`src/rtl/timer_pkg.sv`:
```
// ============================================================================
// Module   : timer_pkg
// Purpose  : Shared types and constants for the programmable timer block
//            (state encoding, register offsets, divider tap indices).
// Revision : 1.0 - initial release
// ============================================================================
`default_nettype none

package timer_pkg;

  // Overflow sequencing states
  typedef enum logic [1:0] {
    T_IDLE   = 2'd0,
    T_OVF    = 2'd1,
    T_RELOAD = 2'd2
  } timer_state_t;

  // Register offsets inside FF04-FF07
  localparam logic [1:0] REG_DIV  = 2'd0;
  localparam logic [1:0] REG_TIMA = 2'd1;
  localparam logic [1:0] REG_TMA  = 2'd2;
  localparam logic [1:0] REG_TAC  = 2'd3;

  // Divider tap indices selected by TAC[1:0]
  localparam logic [1:0] TAP_4096   = 2'd0;
  localparam logic [1:0] TAP_262144 = 2'd1;
  localparam logic [1:0] TAP_65536  = 2'd2;
  localparam logic [1:0] TAP_16384  = 2'd3;

  // Read value of the TAC register with the unused upper bits padded
  function automatic logic [7:0] tac_readback(input logic [4:0] pad,
                                              input logic [2:0] tac);
    return {pad, tac};
  endfunction

endpackage

`default_nettype wire

```
`src/rtl/timer_tick.sv`:
```
// ============================================================================
// Module   : timer_tick
// Purpose  : Divider tap multiplexer and falling-edge detector. Produces a
//            one-cycle increment request when the gated tap falls.
// Revision : 1.0 - initial release
// ============================================================================
`default_nettype none

module timer_tick
  import timer_pkg::*;
(
  input  logic       clk,
  input  logic       nreset,
  input  logic       enable,
  input  logic [1:0] tap_sel,
  input  logic [3:0] div_tap,
  output logic       inc
);

  logic t;
  logic t_q;

  // Gated tick: enable bit ANDed with the selected divider tap. Because the
  // enable gates the tap directly, clearing it can itself produce a fall.
  always_comb begin
    t = enable & div_tap[tap_sel];
  end

  // Tap history, sampled every machine cycle
  always_ff @(posedge clk or negedge nreset) begin
    if (!nreset) begin
      t_q <= 1'b0;
    end else begin
      t_q <= t;
    end
  end

  assign inc = t_q & ~t;

endmodule

`default_nettype wire

```
`src/rtl/timer_ctrl.sv`:
```
// ============================================================================
// Module   : timer_ctrl
// Purpose  : TIMA/TMA/TAC timer sequencer with overflow reload and interrupt,
//            plus FF04 (DIV) decode and FF04-FF07 readback.
// Revision : 1.0 - initial release
// ============================================================================
`default_nettype none

module timer_ctrl
  import timer_pkg::*;
#(
  parameter logic [2:0] TAC_RST = 3'b000,
  parameter logic [4:0] TAC_PAD = 5'h1f
)
(
  input  logic       clk,
  input  logic       nreset,
  input  logic       sel,
  input  logic [1:0] addr,
  input  logic       cpu_wr,
  input  logic       cpu_rd,
  input  logic [7:0] din,
  output logic [7:0] dout,
  input  logic [7:0] div_hi,
  input  logic [3:0] div_tap,
  output logic       div_clr,
  output logic       irq_timer
);

  timer_state_t state, state_n;
  logic [7:0]   tima, tima_n;
  logic [7:0]   tma, tma_n;
  logic [2:0]   tac;
  logic         inc;
  logic [8:0]   tima_sum;
  logic         wr_div, wr_tima, wr_tma, wr_tac;

  timer_tick u_tick (
    .clk     (clk),
    .nreset  (nreset),
    .enable  (tac[2]),
    .tap_sel (tac[1:0]),
    .div_tap (div_tap),
    .inc     (inc)
  );

  assign wr_div  = sel & cpu_wr & (addr == REG_DIV);
  assign wr_tima = sel & cpu_wr & (addr == REG_TIMA);
  assign wr_tma  = sel & cpu_wr & (addr == REG_TMA);
  assign wr_tac  = sel & cpu_wr & (addr == REG_TAC);

  assign tima_sum = {1'b0, tima} + 9'd1;

  // Next-state and next-TIMA selection for the overflow sequence
  always_comb begin
    state_n = state;
    tima_n  = tima;
    tma_n   = wr_tma ? din : tma;
    case (state)
      T_IDLE: begin
        // A CPU write takes priority over a same-cycle increment
        if (wr_tima) begin
          tima_n = din;
        end else if (inc) begin
          tima_n = tima_sum[7:0];
          if (tima_sum[8]) begin
            state_n = T_OVF;
          end
        end
      end
      T_OVF: begin
        // TIMA sits at zero this cycle; a TIMA write here cancels the reload
        if (wr_tima) begin
          tima_n  = din;
          state_n = T_IDLE;
        end else begin
          tima_n  = tma_n;
          state_n = T_RELOAD;
        end
      end
      T_RELOAD: begin
        // TIMA writes are dropped; a TMA write lands in TIMA as well
        state_n = T_IDLE;
        if (wr_tma) begin
          tima_n = din;
        end else if (inc) begin
          tima_n = tima_sum[7:0];
          if (tima_sum[8]) begin
            state_n = T_OVF;
          end
        end
      end
      default: begin
        state_n = T_IDLE;
      end
    endcase
  end

  // Timer registers and sequencer state
  always_ff @(posedge clk or negedge nreset) begin
    if (!nreset) begin
      state <= T_IDLE;
      tima  <= 8'h00;
      tma   <= 8'h00;
      tac   <= TAC_RST;
    end else begin
      state <= state_n;
      tima  <= tima_n;
      tma   <= tma_n;
      if (wr_tac) begin
        tac <= din[2:0];
      end
    end
  end

  // One-cycle divider clear following a DIV write
  always_ff @(posedge clk or negedge nreset) begin
    if (!nreset) begin
      div_clr <= 1'b0;
    end else begin
      div_clr <= wr_div;
    end
  end

  // The interrupt is requested for exactly the reload cycle
  assign irq_timer = (state == T_RELOAD);

  // Combinational readback, zero when not addressed
  always_comb begin
    dout = 8'h00;
    if (sel & cpu_rd) begin
      case (addr)
        REG_DIV:  dout = div_hi;
        REG_TIMA: dout = tima;
        REG_TMA:  dout = tma;
        default:  dout = tac_readback(TAC_PAD, tac);
      endcase
    end
  end

endmodule

`default_nettype wire

```
`config.mk`:
```
export PLATFORM = sky130hd
export DESIGN_NAME = timer_ctrl
export DESIGN_NICKNAME = d
export VERILOG_FILES = /design/src/rtl/timer_pkg.sv /design/src/rtl/timer_tick.sv /design/src/rtl/timer_ctrl.sv
export SDC_FILE = /design/constraint.sdc
export NUM_CORES = 1
export LEC_CHECK = 0
export ABC_AREA = 1
export CAP_MARGIN = 10
export CORE_ASPECT_RATIO = 0.9
export CORE_UTILIZATION = 57
export CTS_CLUSTER_DIAMETER = 80
export DETAILED_ROUTE_END_ITERATION = 12
export GPL_ROUTABILITY_DRIVEN = 0
export PLACE_DENSITY = 0.86
export SLEW_MARGIN = 10
export SYNTH_ARGS = -nofsm -noshare
export SYNTH_HDL_FRONTEND = slang
export SYNTH_SLANG_ARGS = --single-unit
```
`constraint.sdc`:
```
create_clock -name clk -period 3.7 [get_ports clk]
set_input_delay 0.555 -clock clk [delete_from_list [all_inputs] [get_ports clk]]
set_output_delay 0.555 -clock clk [all_outputs]
set_load 0.1 [all_outputs]
```
==> Word-level counts from Yosys, hierarchy flattened <==
Index checks and enable logic that the tools add are counted.
{ "word_totals": {"register_bits": 23, "input_bits": 27, "out_inout_bits": 10, "wordCells": 47} }
{ "op_classes": {"addsub": 1, "magnitude_cmp": 1, "n_eq_ne": 8, "mux": 18, "n_bitwise": 9, "n_reduce_logical": 4} }
{ "op_table": {"columns": ["op", "count"], "rows": [
  ["$mux W8", 6],
  ["$pmux W8 S3", 2],
  ["$add A8 B1 Y9 const B", 1],
  ["$and A1 B1 Y1", 8],
  ["$mux W2", 4],
  ["$eq A2 B2 Y1 const B", 3],
  ["$ne A2 B2 Y1 const B", 3],
  ["$pmux W2 S3", 1],
  ["$eq A2 B1 Y1 const B", 2],
  ["$logic_not A2 Y1", 2],
  ["$mux W1", 4],
  ["$lt A2 B3 Y1 const B", 1],
  ["$reduce_and A3 Y1", 1],
  ["$reduce_bool A3 Y1", 1],
  ["$bmux W1 S2", 1],
  ["$not A1 Y1", 1]
]} }

==> Logic depth before layout (Yosys ltp) <==
{ "depth": {"depth_word": 8, "ltp_mapped": 13, "mapped_depth_nobuf": 13} }

==> Hierarchy <==
A second synthesis with hierarchy kept.
{ "hier_totals": {"cells_unflattened": 327, "area_unflattened_um2": 1949.4} }
{ "by_module_without_submodules": {"columns": ["mod", "instances", "cells_per_inst", "area_per_inst_um2", "seq_area_each_um2"], "rows": [
  ["timer_ctrl", 1, 310, 1839.3, 550.5],
  ["timer_tick", 1, 17, 110.1, 25.0]
]} }

==> Least setup slack after synthesis <==
OpenSTA, ideal clock, no wires.
{ "synth_path": {"path_type": "input -> output", "startpoint": "input addr[0]", "endpoint": "output dout[1]", "t_arrival_ns": 3.400, "t_required_ns": 3.145, "path_slack_ns": -0.255, "path_stages": 4, "path_buffers": 1, "path_cell_list": "clkbuf_1 -> nor2_1 -> nand2_1 -> a221oi_1"} }
{ "synth_via": {"elab_chain_len": 3, "word_cells_on_any_way": 5, "cone_classes": "eq/ne: 2; mux: 2; reduce/logical: 1"} }
{ "synth_lines": {"columns": ["element", "line", "rtl"], "rows": [
  ["start, declared", "timer_ctrl.sv:19", "input logic [1:0] addr,"],
  ["$eq A2 B2 Y1 (tied with other cells)", "timer_ctrl.sv:132", "case (addr)"],
  ["$pmux W8 S3 (*)", "timer_ctrl.sv:132", null],
  ["$mux W8 (*)", "timer_ctrl.sv:131", "if (sel & cpu_rd) begin"],
  ["end, declared", "timer_ctrl.sv:23", "output logic [7:0] dout,"]
]} }
Mark *: on every way between the ends. The rest lies on a longest branch, timed or not.

==> Worst setup path in the final report <==
{ "layout_path": {"startpoint": "input addr[1]", "endpoint": "output dout[2]"} }
Same word-level chain as after synthesis.

==> summary.txt <==
Die
  • Initial core utilization: 60.2%
  • IO Count: 37
  • Chip height: 58.9 µm
  • Die X: 65.2 µm
  • Die area: 0.00384 mm²
  • Core Box Area: 0.00340 mm²
  • Rows: 20

Logic synthesis
  • Compound-cell area share of the yosys netlist: 10.4%
  • Primary FF master, synth: dfrtp_1
  • Xor/xnor cell area share of the yosys netlist: 0.855%
  • Top cell type's share of synthesized area: 28.1%
  • Distinct cells, synth: 32
  • Post-synthesis adder-cell area fraction: 3.05%
  • Post-synth EDFFs: 0
  • Yosys warns: 0
  • Most area-consuming cells after synthesis: dfrtp_1 (28%), nand2_1 (24%), nand3_1 (11%)
  • Synthesized area per cell: 6.11 µm²
  • Area leader, netlist: dfrtp_1
  • Mapped Nets: 367
  • Async SR Flop Fraction: 100%
  • Seq/Total Area, Yosys: 28.1%
  • Post-synthesis mux area share: 0%
  • Gate Count Post-Synth: 335
  • Simple-gate share of the synthesized area: 43.6%
  • FF+latch count, synth: 23
  • Largest family of logic cells by synthesized area: simple AND/OR/NAND/NOR gates
  • Most common cell in the netlist: nand2_1
  • Top cell types by occurrence after synthesis: nand2_1 (131), inv_1 (51), nand3_1 (45), dfrtp_1 (23), o21ai_0 (18)
  • Cell Area, Synth: 0.00205 mm²

GRT
  • Total grt overflow: 0
  • Global-route wire length before repair: 8780 µm
  • Gr usage total: 29.9%
  • Pin count of the biggest net entering global routing: 24
  • Initial antenna violation count: 0
  • Number of global-route vias before repair: 1872

Layout
  • N_diodes: 0
  • Layout Nets: 396
  • Post-layout util: 72.2%
  • Layout cells sized above 1: 8.82%
  • Area growth syn-to-layout: 20.0%

CTS
  • CTS tree: done
  • Cts hold-fix bufs: 0
  • CTS sink cnt: 23
  • Clk buf depth: 2
  • CTS Buf Count: 3
  • Clock transition at path regs: 0.08 ns
  • Post-CTS Setup Bufs: 0
  • Clock root buffer master: clkbuf_8
  • Post_cts resized: 0
  • H-tree levels: 1
  • Clock latency on the worst-skew pair: 0.27 ns

Drt
  • Residual DRC: 0
  • Remaining antenna violation count after routing: 0
  • Vias: 2221
  • Initial DRC Count: 165
  • Number of vias per cell: 5.46
  • Final WL: 5480 µm
  • Average wire per standard cell: 13.5 µm
  • Number of iterations in the first detailed-routing pass: 6

Hold path
  • Hold WC Path Type: reg -> reg

Outcome
  • Status: finished, final reports clean

Setup path
  • WP data arrival: 2.45 ns
  • CP Max Fanout: 11
  • CP Capture Type: output port
  • Worst path required time: 3.14 ns
  • Crit start category: input port
  • CP Class: in -> out

Place
  • PortBufs: 36
  • Post-DP HPWL: 3930 µm

STA
  • Final Cycle Share: 81.3%
  • Worst slew pin tran: 1.10 ns
  • Pins Over Slew Limit: 0
  • Rel. slew slack: 26.6%
  • Setup TNS: 0 ns
  • Worst hold margin: 0.528 ns
  • Hold Violations, Final: 0
  • Clock skew: 0.00457 ns
  • RSZ-0062 raised after global routing: no
  • Final setup violation count: 0
  • Min Clock Period, post-route: 3.01 ns
  • Max Freq: 332 MHz

Power and ir drop
  • Leak: 1.33 nW
  • PwrDens: 603 mW/mm²
  • Peak VDD IR: 0.000431 V

Flow run
  • Max Cap Violations: 0
-- through the flow --
step / area [µm²] / setup WS (ns) / total power, mW / instances
5_1_grt: 2460 / 0.507 / 1.61 / 407
3_3_place_gp: 2410 / 0.834 / 1.28 / 403
3_5_place_dp: 2410 / 0.748 / 1.30 / 403
2_1_floorplan: 2060 / 0.690 / 1.10 / 335
4_1_cts: 2460 / 0.749 / 1.47 / 407
6_report: 2460 / 0.690 / 1.48 / 407
-- cell families after synthesis --
| kind of cell | Yosys count |
|---|---|
| AOI/OAI and AO/OA | 35 |
| xor gates and xnor gates | 2 |
| adders and majority gates | 5 |
| buffers and inverters | 67 |
| DFF | 23 |
| and+or+nand+nor | 203 |
-- critical path, cell delays in order --
cell and delay (ns):
clkdlybuf4s50_1 0.63, nor2_1 0.53, nand2_1 0.13, a221oi_2 0.38
buf_12 0.22
-- flip-flops by register name, summed over array words and instances (netlist names) --
register	count
div_clr	1
tma	8
tac	3
u_tick.t_q	1
state	2
tima	8
-- metal layers --
| metal | global-route usage, % | share of wire [%] |
|---|---|---|
| met1 | 42.4 | 46 |
| met2 | 49.3 | 45 |
| met3 | 5.04 | 8.6 |
| met4 | 3.73 | 0.40 |
| met5 | 0 | 0 |
-- final timing paths --
| kind | from | to | slack [ns] | cells after the start |
|---|---|---|---|---|
| min reg2reg | tma[1] | tma[1] | 0.53 | 2 |
| min in group asynchronous | nreset | tma[5] | 0.87 | 1 |
| max in group asynchronous | nreset | tima[0] | 2.17 | 1 |
| max | addr[1] | dout[2] | 0.69 | 5 |
| min | tma[1] | tma[1] | 0.53 | 2 |
| max reg2reg | tac[0] | tima[7] | 1.77 | 13 |
-- report_power, final --
part	internal [mW]	switching, mW
registers	0.339	0.111
logic	0.313	0.562
clock network	0.0753	0.0818
-- cell usage in the layout (no fill, tap or decap), drive strengths merged, types with 2 or more instances in the layout --
cell	netlist	final
ha	5	5
clkinv	2	3
clkdlybuf4s50	0	27
nand3	46	46
nand2	138	138
a31oi	7	7
a221oi	2	2
o21ai	24	24
dfrtp	23	23
clkbuf	4	3
nand4	2	2
or2	2	2
inv	53	53
nor2	13	13
buf	8	9
-- layout make-up --
class	count	area, µm²
Multi-Input combinational cell	245	1200
Sequential cell	23	576
Inverter	55	208
Fill cell	297	945
Tap cell	44	55.1
Clock inverter	1	5.00
Timing Repair Buffer	36	375
Clock buffer	3	41.3
(Power assumes the default switching activity.)
